## src/rtl/alu_issue_stage.sv

```systemverilog
// ID/EX issue register for the execute-stage ALU: decodes ALU ops, forwards
// operands and holds one entry under a valid/ready handshake with stall/flush.
module alu_issue_stage #(
  parameter int unsigned DATA_W = 32,
  parameter int unsigned CNT_W  = 16
) (
  input  logic              clk,
  input  logic              rst_n,
  input  logic              in_valid,
  output logic              in_ready,
  input  logic [31:0]       instr,
  input  logic [DATA_W-1:0] rs_data,
  input  logic [DATA_W-1:0] rt_data,
  input  logic              fwd1_we,
  input  logic [4:0]        fwd1_rd,
  input  logic [DATA_W-1:0] fwd1_data,
  input  logic              fwd2_we,
  input  logic [4:0]        fwd2_rd,
  input  logic [DATA_W-1:0] fwd2_data,
  input  logic              flush,
  output logic              out_valid,
  input  logic              out_ready,
  output logic [DATA_W-1:0] ex_a,
  output logic [DATA_W-1:0] ex_b,
  output logic [2:0]        ex_op,
  output logic [4:0]        ex_rd,
  output logic              ex_we,
  output logic              ex_illegal,
  output logic [CNT_W-1:0]  illegal_cnt
);

  localparam int unsigned IMM_W = 16;
  localparam int unsigned EXT_W = DATA_W - IMM_W;

  localparam logic [2:0] OP_NOR  = 3'b000;
  localparam logic [2:0] OP_AND  = 3'b001;
  localparam logic [2:0] OP_OR   = 3'b010;
  localparam logic [2:0] OP_SUB  = 3'b011;
  localparam logic [2:0] OP_ADD  = 3'b100;
  localparam logic [2:0] OP_NONE = 3'b111;

  localparam logic [5:0] OPC_RTYPE = 6'h00;
  localparam logic [5:0] OPC_ADDI  = 6'h08;
  localparam logic [5:0] OPC_ANDI  = 6'h0C;
  localparam logic [5:0] OPC_ORI   = 6'h0D;
  localparam logic [5:0] OPC_NORI  = 6'h0E;

  localparam logic [5:0] FN_ADD = 6'h20;
  localparam logic [5:0] FN_SUB = 6'h22;
  localparam logic [5:0] FN_AND = 6'h24;
  localparam logic [5:0] FN_OR  = 6'h25;
  localparam logic [5:0] FN_NOR = 6'h27;

  // Instruction fields
  logic [5:0]       w_opc;
  logic [4:0]       w_rs;
  logic [4:0]       w_rt;
  logic [4:0]       w_rd;
  logic [5:0]       w_funct;
  logic [IMM_W-1:0] w_imm;
  logic             w_unused_shamt;

  assign w_opc          = instr[31:26];
  assign w_rs           = instr[25:21];
  assign w_rt           = instr[20:16];
  assign w_rd           = instr[15:11];
  assign w_funct        = instr[5:0];
  assign w_imm          = instr[15:0];
  assign w_unused_shamt = ^instr[10:6];

  // Registered state
  logic              r_valid;
  logic [DATA_W-1:0] r_a;
  logic [DATA_W-1:0] r_b;
  logic [2:0]        r_op;
  logic [4:0]        r_rd;
  logic              r_we;
  logic              r_illegal;
  logic [CNT_W-1:0]  r_cnt;

  // Decode results
  logic              w_legal;
  logic [2:0]        w_op;
  logic              w_use_imm;
  logic              w_sext;
  logic [4:0]        w_dest;
  logic [DATA_W-1:0] w_imm_ext;
  logic [DATA_W-1:0] w_fwd_a;
  logic [DATA_W-1:0] w_fwd_b;
  logic [DATA_W-1:0] w_a;
  logic [DATA_W-1:0] w_b;
  logic              w_we;
  logic              w_accept;
  logic              w_cnt_inc;

  // Operand bypass: r0 reads as zero, EX/MEM beats MEM/WB beats regfile.
  function automatic logic [DATA_W-1:0] fwd_sel(
    input logic [4:0]        r,
    input logic [DATA_W-1:0] rf,
    input logic              we1,
    input logic [4:0]        rd1,
    input logic [DATA_W-1:0] d1,
    input logic              we2,
    input logic [4:0]        rd2,
    input logic [DATA_W-1:0] d2
  );
    logic [DATA_W-1:0] v;
    if (r == 5'd0)                 v = '0;
    else if (we1 && (rd1 == r))    v = d1;
    else if (we2 && (rd2 == r))    v = d2;
    else                           v = rf;
    return v;
  endfunction

  always_comb begin
    w_legal   = 1'b0;
    w_op      = OP_NONE;
    w_use_imm = 1'b0;
    w_sext    = 1'b0;
    w_dest    = 5'd0;
    unique case (w_opc)
      OPC_RTYPE: begin
        w_dest = w_rd;
        unique case (w_funct)
          FN_ADD:  begin w_legal = 1'b1; w_op = OP_ADD; end
          FN_SUB:  begin w_legal = 1'b1; w_op = OP_SUB; end
          FN_AND:  begin w_legal = 1'b1; w_op = OP_AND; end
          FN_OR:   begin w_legal = 1'b1; w_op = OP_OR;  end
          FN_NOR:  begin w_legal = 1'b1; w_op = OP_NOR; end
          default: begin w_legal = 1'b0; w_op = OP_NONE; end
        endcase
      end
      OPC_ADDI: begin
        w_legal = 1'b1; w_op = OP_ADD; w_use_imm = 1'b1; w_sext = 1'b1; w_dest = w_rt;
      end
      OPC_ANDI: begin
        w_legal = 1'b1; w_op = OP_AND; w_use_imm = 1'b1; w_dest = w_rt;
      end
      OPC_ORI: begin
        w_legal = 1'b1; w_op = OP_OR;  w_use_imm = 1'b1; w_dest = w_rt;
      end
      OPC_NORI: begin
        w_legal = 1'b1; w_op = OP_NOR; w_use_imm = 1'b1; w_dest = w_rt;
      end
      default: begin
        w_legal = 1'b0;
        w_op    = OP_NONE;
      end
    endcase
    if (!w_legal) w_dest = 5'd0;
  end

  assign w_imm_ext = w_sext ? {{EXT_W{w_imm[IMM_W-1]}}, w_imm}
                            : {{EXT_W{1'b0}}, w_imm};

  assign w_fwd_a = fwd_sel(w_rs, rs_data, fwd1_we, fwd1_rd, fwd1_data,
                           fwd2_we, fwd2_rd, fwd2_data);
  assign w_fwd_b = fwd_sel(w_rt, rt_data, fwd1_we, fwd1_rd, fwd1_data,
                           fwd2_we, fwd2_rd, fwd2_data);

  assign w_a  = w_legal ? w_fwd_a : '0;
  assign w_b  = !w_legal ? '0 : (w_use_imm ? w_imm_ext : w_fwd_b);
  assign w_we = w_legal && (w_dest != 5'd0);

  // Handshake: flush blocks acceptance outright
  assign in_ready  = !flush && (!r_valid || out_ready);
  assign w_accept  = in_valid && in_ready;
  assign w_cnt_inc = w_accept && !w_legal && (r_cnt != {CNT_W{1'b1}});

  always_ff @(posedge clk or negedge rst_n) begin
    if (!rst_n) begin
      r_valid <= 1'b0;
    end else if (flush) begin
      r_valid <= 1'b0;
    end else if (w_accept) begin
      r_valid <= 1'b1;
    end else if (out_ready) begin
      r_valid <= 1'b0;
    end
  end

  // Payload only moves on accept, so it is stable during stall and flush
  always_ff @(posedge clk or negedge rst_n) begin
    if (!rst_n) begin
      r_a       <= '0;
      r_b       <= '0;
      r_op      <= OP_NONE;
      r_rd      <= 5'd0;
      r_we      <= 1'b0;
      r_illegal <= 1'b0;
    end else if (w_accept) begin
      r_a       <= w_a;
      r_b       <= w_b;
      r_op      <= w_op;
      r_rd      <= w_dest;
      r_we      <= w_we;
      r_illegal <= !w_legal;
    end
  end

  always_ff @(posedge clk or negedge rst_n) begin
    if (!rst_n) begin
      r_cnt <= '0;
    end else if (w_cnt_inc) begin
      r_cnt <= r_cnt + CNT_W'(1);
    end
  end

  assign out_valid   = r_valid;
  assign ex_a        = r_a;
  assign ex_b        = r_b;
  assign ex_op       = r_op;
  assign ex_rd       = r_rd;
  assign ex_we       = r_we;
  assign ex_illegal  = r_illegal;
  assign illegal_cnt = r_cnt;

endmodule

```

## config.mk

```make
export PLATFORM = sky130hd
export DESIGN_NAME = alu_issue_stage
export DESIGN_NICKNAME = d
export VERILOG_FILES = /design/src/rtl/alu_issue_stage.sv
export SDC_FILE = /design/constraint.sdc
export NUM_CORES = 1
export LEC_CHECK = 0
export BUFFER_PORTS_ARGS = -buffer_cell sky130_fd_sc_hd__buf_2
export CAP_MARGIN = 20
export CELL_PAD_IN_SITES_DETAIL_PLACEMENT = 0
export CELL_PAD_IN_SITES_GLOBAL_PLACEMENT = 1
export CORE_ASPECT_RATIO = 0.5
export CORE_MARGIN = 4
export CORE_UTILIZATION = 36
export DETAILED_ROUTE_END_ITERATION = 8
export PLACE_DENSITY = 0.92
export SYNTH_ARGS = -nofsm -noshare
export SYNTH_HDL_FRONTEND = slang
export SYNTH_SLANG_ARGS = --single-unit
```

## constraint.sdc

```tcl
create_clock -name clk -period 2.6 [get_ports clk]
set_input_delay 0.52 -clock clk [delete_from_list [all_inputs] [get_ports clk]]
set_output_delay 0.52 -clock clk [all_outputs]
set_load 0.01 [all_outputs]
```

==> run_results.csv <==
group,metric,value,unit
run_status,status,"completed",
timing,rsz0062_at_grt,"no",
setup_path,worst_ep_arrival_time,2.33,ns
setup_path,r2r_start,"illegal_cnt[0]$_DFFE_PN0P_",
clocking,clk_path_buf_depth,2,
clocking,clkLatencyLatePin,0.35,ns
drt,drt-wirelength-per-cell,19.8,um
final_layout,layout-drive-gt1-share,37.8,%
setup_path,cp-endpoint,"ex_b[29]$_DFFE_PN0P_",
power,internal_power,2.63,mW
global_route,grt.total_usage,23.1,%
setup_path,cp_max_fo,16,
setup_path,startpoint,"instr[28]",
floorplanning,initial_core_util,37.3,%
drt,drt_wl_total,20900,um
global_route,grt_pass1_wl,31800,um
floorplanning,coreArea,14700,um2
global_route,grt_use_met2,38.1,%
synthesis,yosysWarnings,0,
synthesis,synth-edff-count,0,
setup_path,end_kind,"flip-flop",
synthesis,synthTopCellsByArea,"dfrtp_1, a221oi_1, o31ai_1",
synthesis,avgSynthCellArea,9.09,um2
synthesis,yosys.area.top_type,"dfrtp_1",
synthesis,synth_top_area_share,40.2,%
clocking,cts_setup_buffers,0,
timing,min_period,2.08,ns
setup_path,rrSetupSlack,0.59,ns
floorplanning,die_y,95.2,um
global_route,grt_max_degree,73,
drt,via_per_inst,5.62,
setup_path,crit_type,"in2reg",
power,switchingPower,1.04,mW
synthesis,syn_nets,780,
synthesis,synth-seq-area-share,41.7,%
worst_hold_path,holdCritPathClass,"in2async",
power,netSwitchingFraction,28.3,%
drt,drt_iter0_markers,474,
global_route,grt_pass1_vias,5713,
clocking,cts_tree,"yes",
clocking,cts.sinks,91,
global_route,antenna_found_initial,0,
power,power_frac_comb,19.6,%
global_route,grt_busiest_layer,"met2",
timing,slew_headroom,34.1,%
floorplanning,die_w,182,um
power,pwr-share-clk,37.3,%
synthesis,ys_seq_elements,91,
clocking,clockRootBuffer,"clkbuf_16",
timing,slew_violations,0,
synthesis,synth-async-reset-ratio,100,%
timing,fmax,0.481,GHz
floorplanning,dieArea,17400,um2
setup_path,startpoint_type,"input pin",
synthesis,ys.flop_type,"dfrtp_1",
clocking,htree_levels,3,
global_route,met3_usage,5.56,%
setup_path,rr_worst_depth,7,
drt,dr_total_vias,5914,
final_layout,final_nets,1027,
final_layout,final_area,7350,um2
timing,finalSetupTns,0,ns
power,peakVddDrop,0.309,mV
placement,hpwl,15600,um
synthesis,yosysMostFrequentCell,"dfrtp_1",
power,seq_power_share,43.1,%
synthesis,syn-instance-count,602,
timing,skew,0.0125,ns
timing,finalCritPeriodShare,80.0,%
placement,placedCellCount,1036,
placement,port_buffers,268,
timing,holdWs,0.184,ns
final_layout,syn2layout_area_growth,34.3,%
power,cellPowerDensity,500,nW/um2
power,p_total,3.67,mW
timing,setup_viol_count_final,0,
clocking,hold_buffers,0,
drt,route.detailed.drc,0,
flow_run,cap_violations,0,
timing,hold_viol,0,
synthesis,synth_cell_types,49,
placement,placed_area,7040,um2
clocking,cts_resized,0,
synthesis,synth_area,5470,um2
floorplanning,num_rows,31,
final_layout,fill_cells,1448,
global_route,grt_overflow_total,0,
floorplanning,pin_count,269,
timing,worstMarginPinSlew,0.985,ns
drt,antenna_left,0,
final_layout,finalNonFillerCells,1052,
placement,place.gp.congestion,0.944,
final_layout,antenna_cells,0,
clocking,cts_made_buffers,9,
global_route,grtUsageMet1,30.4,%
synthesis,ys_top_cells_by_count,"dfrtp_1, a221oi_1, nand2_1, nor2_1, o31ai_1",
setup_path,crit_required,2.85,ns
power,p_leak,3.65,nW
setup_path,r2r_end,"illegal_cnt[8]$_DFFE_PN0P_",
drt,dr.pass1.iters,7,
clocking,clkTransAtPathRegs,0.07,ns
placed cells by master, fill, tap and decap left out, drive strengths merged, types with 5 or more instances in the layout:
cell and n:
a21oi 24, xnor2 18, dfrtp 88, nand2 68, nor4 5, nor2 66, clkbuf 11, a31oi 5
nor3 11, o31ai 48, nand3 11, and3 21, buf 286, xor2 16, and2 34, o21ai 22
o211ai 18, a221oi 68
through the flow:
step | setup WS (ns) | util, %
floorplan | 0.559 | -
global placement | 0.247 | 48.0
detailed placement | 0.183 | 48.0
CTS | 0.538 | 50.1
global route | 0.362 | 50.1
finish | 0.519 | 50.1
sequential cells by signal, indices dropped and copies added, names as in the netlist:
name	flops
ex_b	32
illegal_cnt	16
ex_rd	5
ex_illegal	1
ex_op	3
out_valid	1
ex_a	32
ex_we	1
power groups by stage:
| stage | logic, mW | registers, mW | clock network [mW] |
|---|---|---|---|
| 2_1_floorplan | 0.296 | 1.64 | 0 |
| 3_3_place_gp | 0.713 | 1.60 | 0 |
| 3_5_place_dp | 0.719 | 1.61 | 0 |
| 4_1_cts | 0.720 | 1.58 | 1.41 |
| 5_1_grt | 0.794 | 1.60 | 1.46 |
| 6_report | 0.719 | 1.58 | 1.37 |
metal layers:
layer	wire [um]	up-vias
met5	0	-
met4	622	0
met3	1760	52
met2	10000	318
met1	8470	2789
li1	-	2755
worst min path at each step:
stage                                     from                    to  slack, ns  cells past startpoint
after floorplan                          rst_n   ex_a[0]$_DFFE_PN0P_       0.22                      0
after CTS                                rst_n  ex_a[13]$_DFFE_PN0P_       0.20                      1
after global routing                     rst_n  ex_a[13]$_DFFE_PN0P_       0.22                      1
after global placement    ex_a[10]$_DFFE_PN0P_  ex_a[10]$_DFFE_PN0P_       0.46                      2
after detailed placement   ex_a[2]$_DFFE_PN0P_   ex_a[2]$_DFFE_PN0P_       0.47                      2
final                                    rst_n  ex_a[13]$_DFFE_PN0P_       0.18                      1
area by class of cell:
cell class | instances | area, um2 | share of cell area, %
multi-input cells | 459 | 2960 | 40.3
flip-flops and latches | 91 | 2280 | 31.0
repair buffers | 286 | 1540 | 21.0
clock buffers | 11 | 253 | 3.44
well taps | 198 | 248 | 3.37
clock inverters | 5 | 60.1 | 0.817
inverters | 2 | 7.51 | 0.102
critical path, cell delays in order:
cell and delay (ns):
buf_2 0.10, inv_1 0.06, maj3_2 0.34, or4b_1 0.57, nor2_1 0.18, nand3_2 0.34
o211ai_1 0.22
cell families (layout without fill, tap and decap cells):
logic type	after synthesis	in the layout	synth area share (%)
XOR/XNOR	34	34	5.44
multiplexers	1	1	0.206
flip-flops	91	91	41.7
AND/OR/NAND/NOR	230	230	21.4
adder cells (fa/ha/maj)	2	2	0.434
buffers and inverters	52	304	4.53
AO/OA/AOI/OAI	192	192	26.3
Note: power is estimated with default switching activity, not from simulation.
